## config.mk

```make
export PLATFORM = sky130hd
export DESIGN_NAME = ccff_chain_loader
export DESIGN_NICKNAME = d
export VERILOG_FILES = /design/src/rtl/ccff_pkg.sv /design/src/rtl/ccff_word_serializer.sv /design/src/rtl/ccff_chain_loader.sv
export SDC_FILE = /design/constraint.sdc
export NUM_CORES = 1
export LEC_CHECK = 0
export BUFFER_PORTS_ARGS = -buffer_cell sky130_fd_sc_hd__buf_4
export CAP_MARGIN = 20
export CORE_MARGIN = 2
export CORE_UTILIZATION = 51
export CTS_CLUSTER_DIAMETER = 50
export DETAILED_ROUTE_END_ITERATION = 6
export HOLD_SLACK_MARGIN = 0.06
export PLACE_DENSITY_LB_ADDON = 0.3
export SYNTH_ARGS = -nofsm -noshare
export SYNTH_HDL_FRONTEND = slang
export SYNTH_SLANG_ARGS = --single-unit
```

## constraint.sdc

```tcl
create_clock -name prog_clk -period 5.6 [get_ports prog_clk]
set_clock_uncertainty 0.1 [all_clocks]
set_input_delay 1.4 -clock prog_clk [delete_from_list [all_inputs] [get_ports prog_clk]]
set_output_delay 1.4 -clock prog_clk [all_outputs]
set_load 0.02 [all_outputs]
```

## src/rtl/ccff_pkg.sv

```systemverilog
// ccff_pkg: shared loader state encoding and default bitstream word width
package ccff_pkg;
  typedef enum logic [1:0] {IDLE, FETCH, SHIFT, DONE} state_t;
  localparam int CCFF_WORD_W_DEFAULT = 32;
endpackage

```

## src/rtl/ccff_word_serializer.sv

```systemverilog
// ccff_word_serializer: word PISO whose load cycle already presents bit 0, so the loader never waits a cycle
module ccff_word_serializer
  import ccff_pkg::*;
#(
  parameter int WORD_W = CCFF_WORD_W_DEFAULT,
  localparam int BL_W = $clog2(WORD_W + 1)
) (
  input  logic              clk,
  input  logic              rst_n,
  input  logic              load,
  input  logic              shift,
  input  logic [WORD_W-1:0] data,
  output logic              bit_out,
  output logic [BL_W-1:0]   bits_left
);
  logic [WORD_W-1:0] sreg;
  assign bit_out = load ? data[0] : sreg[0];
  always_ff @(posedge clk or negedge rst_n)
    if (!rst_n) begin
      sreg      <= '0;
      bits_left <= '0;
    end else if (load) begin
      sreg      <= data >> 1;
      bits_left <= BL_W'(WORD_W - 1);
    end else if (shift) begin
      sreg      <= sreg >> 1;
      bits_left <= bits_left - 1'b1;
    end
endmodule

```

## src/rtl/ccff_chain_loader.sv

```systemverilog
// ccff_chain_loader: serializes bitstream words onto ccff_head with a per-bit shift enable; CCFF_READBACK_EN adds tail readback
module ccff_chain_loader
  import ccff_pkg::*;
#(
  parameter int WORD_W    = CCFF_WORD_W_DEFAULT,
  parameter int CHAIN_LEN = 4096,
  localparam int CNT_W    = $clog2(CHAIN_LEN + 1),
  localparam int BL_W     = $clog2(WORD_W + 1)
) (
  input  logic              prog_clk,
  input  logic              prog_reset_n,
  input  logic              start,
  input  logic              abort,
  input  logic              word_valid,
  input  logic [WORD_W-1:0] word_data,
  output logic              word_ready,
  output logic              ccff_head,
  output logic              chain_shift_en,
  input  logic              ccff_tail,
  output logic              busy,
  output logic              done
`ifdef CCFF_READBACK_EN
  ,
  output logic              rb_valid,
  output logic [WORD_W-1:0] rb_data
`endif
);
  state_t           state;
  logic [CNT_W-1:0] bit_cnt;
  logic [BL_W-1:0]  bits_left;
  logic             accept, last, more, emit, pbit;
  assign word_ready = state == FETCH;
  assign accept     = word_ready & word_valid;
  assign last       = bit_cnt == CNT_W'(CHAIN_LEN);
  assign more       = state == SHIFT && !last && bits_left != '0;
  assign emit       = accept | more;
  ccff_word_serializer #(.WORD_W(WORD_W)) u_ser (
    .clk      (prog_clk),
    .rst_n    (prog_reset_n),
    .load     (accept),
    .shift    (more),
    .data     (word_data),
    .bit_out  (pbit),
    .bits_left(bits_left)
  );
  always_ff @(posedge prog_clk or negedge prog_reset_n)
    if (!prog_reset_n) begin
      state          <= IDLE;
      bit_cnt        <= '0;
      ccff_head      <= 1'b0;
      chain_shift_en <= 1'b0;
      busy           <= 1'b0;
      done           <= 1'b0;
    end else if (abort) begin
      state          <= IDLE;
      bit_cnt        <= '0;
      chain_shift_en <= 1'b0;
      busy           <= 1'b0;
      done           <= 1'b0;
    end else begin
      state <= state == IDLE  ? (start ? FETCH : IDLE) :
               state == FETCH ? (accept ? SHIFT : FETCH) :
               state == SHIFT ? (last ? DONE : (bits_left == '0 ? FETCH : SHIFT)) : IDLE;
      busy           <= (state == IDLE && start) || state == FETCH || (state == SHIFT && !last);
      done           <= state == SHIFT && last;
      chain_shift_en <= emit;
      if (emit) begin
        ccff_head <= pbit;
        bit_cnt   <= bit_cnt + 1'b1;
      end else if (state == IDLE)
        bit_cnt <= '0;
    end
`ifdef CCFF_READBACK_EN
  logic [WORD_W-1:0] rb_acc, rb_next;
  logic [BL_W-1:0]   rb_idx;
  logic              rb_flush;
  assign rb_next  = rb_acc | (WORD_W'(ccff_tail) << rb_idx);
  // the last enabled cycle also flushes a partial word, zero-padded above
  assign rb_flush = chain_shift_en && (rb_idx == BL_W'(WORD_W - 1) || (state == SHIFT && last));
  always_ff @(posedge prog_clk or negedge prog_reset_n)
    if (!prog_reset_n) begin
      rb_acc   <= '0;
      rb_idx   <= '0;
      rb_valid <= 1'b0;
      rb_data  <= '0;
    end else if (abort) begin
      rb_acc   <= '0;
      rb_idx   <= '0;
      rb_valid <= 1'b0;
    end else begin
      rb_valid <= rb_flush;
      if (rb_flush) begin
        rb_data <= rb_next;
        rb_acc  <= '0;
        rb_idx  <= '0;
      end else if (chain_shift_en) begin
        rb_acc <= rb_next;
        rb_idx <= rb_idx + 1'b1;
      end
    end
`else
  logic unused_tail;
  assign unused_tail = ccff_tail;
`endif
endmodule
```

==> results.md, run 1 <==
- Max incr delay on CP: 0.52 ns
- Worst r2r dst: bit_cnt[7]
- Area occupied by multi-input gates: between 1000 and 1500 sq um
- Sink Count: 56
- Post-route ant nets: 0
- Die X: 77.9 um
- YS warnings: 0
- Fmax: between 300 and 400 MHz
- CTS H-tree depth: 2
- Worst reg-to-reg setup slack: approximately 3.3 ns
- Mapped Cells: 316
- Mux contribution to synthesized area: 1.08%
- Post-CTS Resized: 0
- Unique masters post-synth: between 40 and 50
- Commonest cells after routing, fill and taps aside: 75 x nand2_1, 56 x dfrtp_1, 44 x nor2_1
- Drt wl/cell: 13.5 um
- Gr ovfl total: 0
- Max Slew Vio Count: 0
- Clk slew on worst S/H paths: about 0.1 ns
- Postcts setup bufs: 0
- Aggregate routed wire length: roughly 5.6 mm
- Final Wtd Congestion: roughly 0.80
- CTS buffer count: 5
- Leak: approximately 1.5 nW
- Most common cell after layout, fill and taps aside: nand2_1
- Tcrit/Tclk final: around 53%
- Synth Flop Type: dfrtp_1
- Drt drc: 0
- Synth top area cells: dfrtp_1 50%, nand2_1 10%, a31oi_1 8.5%, nor2_1 5.9%, a21oi_1 2.2%
- Storage cell area: 1400 sq um
- DRT iter0 DRCs: around 160
- Largest net degree at the start of global routing: ~70
- Flops & latches, synth: 56
- Root Buffer: clkbuf_8
- Total negative slack: 0 ns
- WHS Endpoint: u_ser.bits_left[5]
- Post-CTS Hold Buffers: 0
- Initial antenna violation count: 0
- Crit-path slowest cell: buf_4
- Compound-gate portion of the synthesized area: between 10% and 20%
- Slew HR: 53.2%
- Xor/xnor cell area share of the yosys netlist: about 1.3%
- Initial core utilization: 53.5%
- Layout Area Growth over Synthesis: 14.8%
- Filler instances: approximately 480
- Largest family of logic cells by synthesized area: simple AND/OR/NAND/NOR gates
- Max Cap Viol: 0
- Pre-Repair DR Iteration Count: 4
- Minimum clock period: ~3 ns
- Antenna diode count: 0
- Reg2Reg Launch Point: state[1]
- Vias: roughly 2300
- Worst slew pin tran: 0.702 ns
- RSZ-0062 raised after global routing: no
- Crit. End Element: flip-flop
- WP buf/inv: 2
- Critical path class: primary input to flip-flop
- Row count: 26
- R2R depth: 6
- Internal power: between 0.7 and 0.8 mW
- Synth Area in Adders: around 1.8%
- CP arrival: between 3 and 4 ns
- Worst path required time: roughly 5.7 ns
- Share of cells above drive strength 1: around 17%
- Asr flop ratio synth: 100%
- Sw Share: between 20% and 30%
- Synthesized Nets: around 360
- Peak VDD IR: 0.000186 V
- Clk buf depth: 2
- Crit-path max FO: between 60 and 70
- Vias in the first global route: 2213
- Post-synthesis simple-gate area fraction: roughly a quarter
- Gr usage total: 20.4%
- Avg Cell Area, Syn: around 8.8 sq um
- Total power: 1.05 mW
- Clock Power Share: between 20% and 30%
- Setup crit start kind: primary input
- Share of the synthesized area in the top cell type: around half
- Worst Hold Class: flip-flop to flip-flop
- Core Util, Final: around three fifths
- Mean number of vias per cell: ~5.4
- Power density over the cells: 329 nW/um^2
- Hold path cells: 1
- CP delay by family, top: buffers and inverters
- Crit path cell chain: buf_4, nand3b_1, buf_4, nor2_1, a31o_2, and3_1, a221o_1
- PortBufs: about 40
- Comb pwr share: 21.0%
- Clk Latency, worst-skew pair: about 0.32 ns
- Post-synth EDFFs: 0
- Final nets: between 300 and 400
- Die area: about 6100 sq um
- Net Switching: about 0.31 mW
- CTS tree: done
- Die Y: 77.9 um
- Post-DP HPWL: between 3 and 4 mm
- Outcome: finished clean
- Core ar.: 5200 sq um
- Seq/Total Area, Yosys: about half
- # setup viols final: 0
- Total I/O pin count: 43
- Hold Crit Start: u_ser.bits_left[5]
- Register share of total power: a little over half
- Worst slack at placement: between 2 and 2.5 ns
- Synthesized cell area: about 2800 sq um
- Final Hold Fails: 0
- Synth area leader: dfrtp_1
- First-pass GRT wire length: around 10 mm
- Most used cell, CP: buf_4
- Worst setup margin: 2.61 ns
-- cell type report --
class / count / share of cell area, %
Clock buffer: 6 / 2.27
Clock inverter: 2 / 1.21
Inverter: 8 / 0.939
Multi-Input combinational cell: 231 / 38.9
Sequential cell: 56 / 43.8
Tap cell: 70 / 2.74
Timing Repair Buffer: 43 / 10.1
-- power by group through the flow --
stage	clock (mW)	combinational [mW]	sequential [mW]
floorplan	0	0.158	0.556
global placement	0	0.214	0.563
detailed placement	0	0.223	0.566
CTS	0.277	0.225	0.560
global route	0.290	0.256	0.574
finish	0.272	0.221	0.560
-- stage by stage --
stage	std cells	cell area [sq um]	hold slack, ns
6_report	416	3200	0.384
5_1_grt	416	3200	0.403
4_1_cts	416	3200	0.385
3_5_place_dp	408	3090	0.371
3_3_place_gp	408	3090	0.351
2_1_floorplan	316	2790	0.336
-- cell families after synthesis --
group,after synthesis
compound gates,66
xor+xnor,4
fa+ha+maj,4
buf+inv,29
flops,56
mux,3
simple gates,154
-- metal layers --
layer | up-vias | wire length [um] | global-route usage [%]
li1 | 1139 | - | -
met1 | 1084 | 2630 | 27.0
met2 | 33 | 2760 | 34.7
met3 | 6 | 182 | 3.72
met4 | 0 | 65 | 5.26
met5 | - | 0 | 0
-- state kept, by name (all words and copies together) (netlist names) --
register,cells
u_ser.bits_left,6
ccff_head,1
chain_shift_en,1
state,2
u_ser.sreg,31
bit_cnt,13
busy,1
done,1
-- worst max-delay path by stage --
stage	from	end	slack [ns]	depth (start not counted)
after floorplan	abort	bit_cnt[7]	2.90	5
after global placement	word_valid	bit_cnt[7]	2.33	7
after detailed placement	word_valid	bit_cnt[7]	2.29	7
after CTS	word_valid	bit_cnt[7]	2.60	7
after global routing	word_valid	bit_cnt[7]	2.48	7
final	word_valid	bit_cnt[7]	2.61	7
-- synthesized netlist by cell type, types with 4 or more instances --
master,instances
dfrtp_1,56
and3_1,4
nor2_1,44
a31oi_1,38
xnor2_1,4
clkbuf_1,9
nand2_1,75
inv_1,8
nand3_1,9
buf_2,7
ha_1,4
a21oi_1,12
Note: power is estimated with default switching activity, not from simulation.
==> run 2: changes to the inputs <==
--- a/config.mk
+++ b/config.mk
@@ -5,6 +5,7 @@
 export SDC_FILE = /design/constraint.sdc
 export NUM_CORES = 1
 export LEC_CHECK = 0
+export ABC_AREA = 1
 export BUFFER_PORTS_ARGS = -buffer_cell sky130_fd_sc_hd__buf_4
 export CAP_MARGIN = 20
 export CORE_MARGIN = 2
==> constraint.sdc (replaced) <==
create_clock -name prog_clk -period 2.87 [get_ports prog_clk]
set_clock_uncertainty 0.1 [all_clocks]
set_input_delay 0.7175 -clock prog_clk [delete_from_list [all_inputs] [get_ports prog_clk]]
set_output_delay 0.7175 -clock prog_clk [all_outputs]
set_load 0.02 [all_outputs]
==> run 2 against run 1 <==
Net effect:
- non-clock buffer count rose by 2
- highest routed layer unchanged
- worst setup slack got worse by 2.0 ns
- largest cell class is now multi-input gates
- total power rose by 120%
==> results.md, run 2 <==
- Outcome: finished clean
- Max Cap Viol: 0 (unchanged)
- Crit. End Element: flip-flop
- Final Wtd Congestion: 0.814 (+1.4%)
- Slew HR: 53.7% (+0.51 points)
- Mapped Cells: 375 (+19%)
- Count leader, synth: nand2_1
- R2R depth: 10 (+4)
- Final Hold Fails: 0 (unchanged)
- Synthesized Nets: 417 (+16%)
- Layout Area Growth over Synthesis: 12.9%
- Minimum clock period: roughly 2.3 ns
- Synth Flop Type: dfrtp_1
- Share of cells above drive strength 1: 21.7% (+4.9 points)
- Leak: 1.90 nW (+27%)
- Root Buffer: clkbuf_8
- Post-DP Area: 3460 sq um (+12%)
- Crit-path max FO: 40 (-41%)
- Power density over the cells: 664 nW/um^2 (+100%)
- Worst slew pin tran: 0.694 ns (-0.00759 ns)
- Unique masters post-synth: 32 (-26%)
- Worst reg-to-reg setup slack: 0.61 ns (-2.64 ns)
- Die X: 82.6 um (+6.0%)
- Seq/Total Area, Yosys: 44.5% (-5.8 points)
- First-pass GRT wire length: 10.4 mm (+3.6%)
- Post-CTS Hold Buffers: 0 (unchanged)
- Die area: 6820 sq um (+12%)
- Antenna diode count: 0 (unchanged)
- Non-filler instance count after layout: 485 (+17%)
- Aggregate routed wire length: 6.08 mm (+7.8%)
- YS warnings: 0 (unchanged)
- Total I/O pin count: 43 (unchanged)
- Drt wl/cell: 12.5 um (-7.5%)
- Post-DP HPWL: 4.07 mm (+13%)
- Sink Count: 56 (unchanged)
- Synthesized cell area: 3150 sq um (+13%)
- Gr usage total: 19.4% (-1.0 points)
- Drt drc: 0 (unchanged)
- Vias: 2509 (+11%)
- Total negative slack: 0 ns (unchanged)
- Vias in the first global route: 2375 (+7.3%)
- Worst Hold Class: primary input to asynchronous set/reset pin
- Gr ovfl total: 0 (unchanged)
- Final nets: 453 (+17%)
- Design area: 3550 sq um (+11%)
- Worst path required time: 3.02 ns (-2.68 ns)
- Top flop regs: u_ser.sreg (31), bit_cnt (13), u_ser.bits_left (6)
- Avg Cell Area, Syn: 8.39 sq um (-4.8%)
- DRT iter0 DRCs: 177 (+12%)
- Peak VDD IR: 0.000407 V (+120%)
- Pre-Repair DR Iteration Count: 4 (unchanged)
- Synth top area cells: dfrtp_1 45%, nand2_1 19%, mux2_2 6.4%, mux2_4 5.2%, nand4_1 3.2%
- Post-route ant nets: 0 (unchanged)
- Synth area leader: dfrtp_1
- Setup crit start kind: flip-flop
- Commonest cells after routing, fill and taps aside: 159 x nand2_1, 56 x dfrtp_1, 45 x buf_4
- Share of the synthesized area in the top cell type: 44.5% (-5.8 points)
- Tcrit/Tclk final: between 70% and 80%
- Initial antenna violation count: 0 (unchanged)
- Max Slew Vio Count: 0 (unchanged)
- Critical path class: flip-flop to flip-flop
- CP arrival: 2.41 ns (-0.69 ns)
- Post-CTS Resized: 0 (unchanged)
- Most instantiated cells after synthesis: 159 x nand2_1, 56 x dfrtp_1, 23 x nor2_1, 18 x mux2_2, 17 x nand3_1
- Filler instances: 556 (+15%)
- Largest net degree at the start of global routing: 57 (-17%)
- Postcts setup bufs: 0 (unchanged)
- Fmax: 443 MHz
- Clk buf depth: 2 (unchanged)
- Worst r2r dst: u_ser.sreg[25]
- Asr flop ratio synth: 100% (unchanged)
- Dpl cells: 479 (+17%)
- CTS buffer count: 5 (unchanged)
- Top reg by flops: u_ser.sreg
- RSZ-0062 raised after global routing: no
- Clk Latency, worst-skew pair: 0.31 ns (about the same)
- Initial core utilization: 52.9% (-0.68 points)
- Reg2Reg Launch Point: bit_cnt[0]
- Core ar.: 5960 sq um (+14%)
- PortBufs: 41 (unchanged)
- Post-synth EDFFs: 0 (unchanged)
- # setup viols final: 0 (unchanged)
- Mean number of vias per cell: 5.17 (-4.9%)
- Row count: 28 (+7.7%)
- Most common cell after layout, fill and taps aside: nand2_1
- CTS H-tree depth: 2 (unchanged)
- Max FFs per register: 31 (unchanged)
- Die Y: 82.6 um (+6.0%)
- CTS tree: done
- Clk slew on worst S/H paths: 0.09 ns (about the same)
- Flops & latches, synth: 56 (unchanged)
==> run 2: routing by layer <==
layer	vias to the layer above	part of all wire (%)	wire length [um]	track usage (%)
met3	7	4.6	277	4.57
li1	1276	-	-	-
met5	-	0	0	0
met1	1178	47	2870	26.1
met4	0	1.2	75	5.90
met2	48	47	2860	31.2
==> run 2: critical path: stages (launching register included) <==
cell     delay (ns)
dfrtp_1        0.41
inv_1          0.11
ha_1           0.18
nand2_1        0.07
nor2_2         0.15
nand2_2        0.10
nand3_4        0.18
nand2_4        0.30
inv_4          0.39
nand2_1        0.11
nand2_1        0.08
==> run 2: report_power, final <==
group,switching [mW],leakage (nW),internal (mW)
Combinational,0.352,1.10,0.370
Clock,0.247,0.0501,0.251
Sequential,0.131,0.747,1.01
==> run 2: kinds of logic after synthesis <==
family          after synthesis  synth area share [%]
xor+xnor                      9                  2.50
flops                        56                  44.5
compound gates               14                  2.42
mux                          29                  11.7
buf+inv                      35                  6.28
fa+ha+maj                     4                  1.59
simple gates                228                  31.0
==> run 2: stage by stage <==
step                hold slack [ns]  utilization [%]  power (mW)  setup slack [ns]
finish                        0.349             59.7        2.36             0.615
global route                  0.410             59.7        2.53             0.343
CTS                           0.380             59.7        2.38             0.608
detailed placement            0.359             58.0        1.88             0.558
global placement              0.349             58.0        1.85             0.590
floorplan                     0.322                -        1.72              1.15
==> run 2: cell type report <==
cell class	count	area, sq um	area share [%]
Sequential cell	56	1400	39.4
Clock buffer	5	68.8	1.94
Multi-Input combinational cell	284	1550	43.6
Timing Repair Buffer	45	338	9.50
Clock inverter	1	30.0	0.845
Inverter	19	73.8	2.08
Tap cell	75	93.8	2.64
==> run 2: worst max-delay path by stage <==
stage               start              to  slack, ns  depth (start not counted)
2_1_floorplan  word_valid   u_ser.sreg[2]       1.15                          6
3_3_place_gp   word_valid  u_ser.sreg[22]       0.59                          6
3_5_place_dp   word_valid  u_ser.sreg[25]       0.56                          6
4_1_cts        bit_cnt[0]   u_ser.sreg[5]       0.61                         10
5_1_grt        bit_cnt[0]   u_ser.sreg[7]       0.34                         10
6_report       bit_cnt[0]  u_ser.sreg[25]       0.61                         10
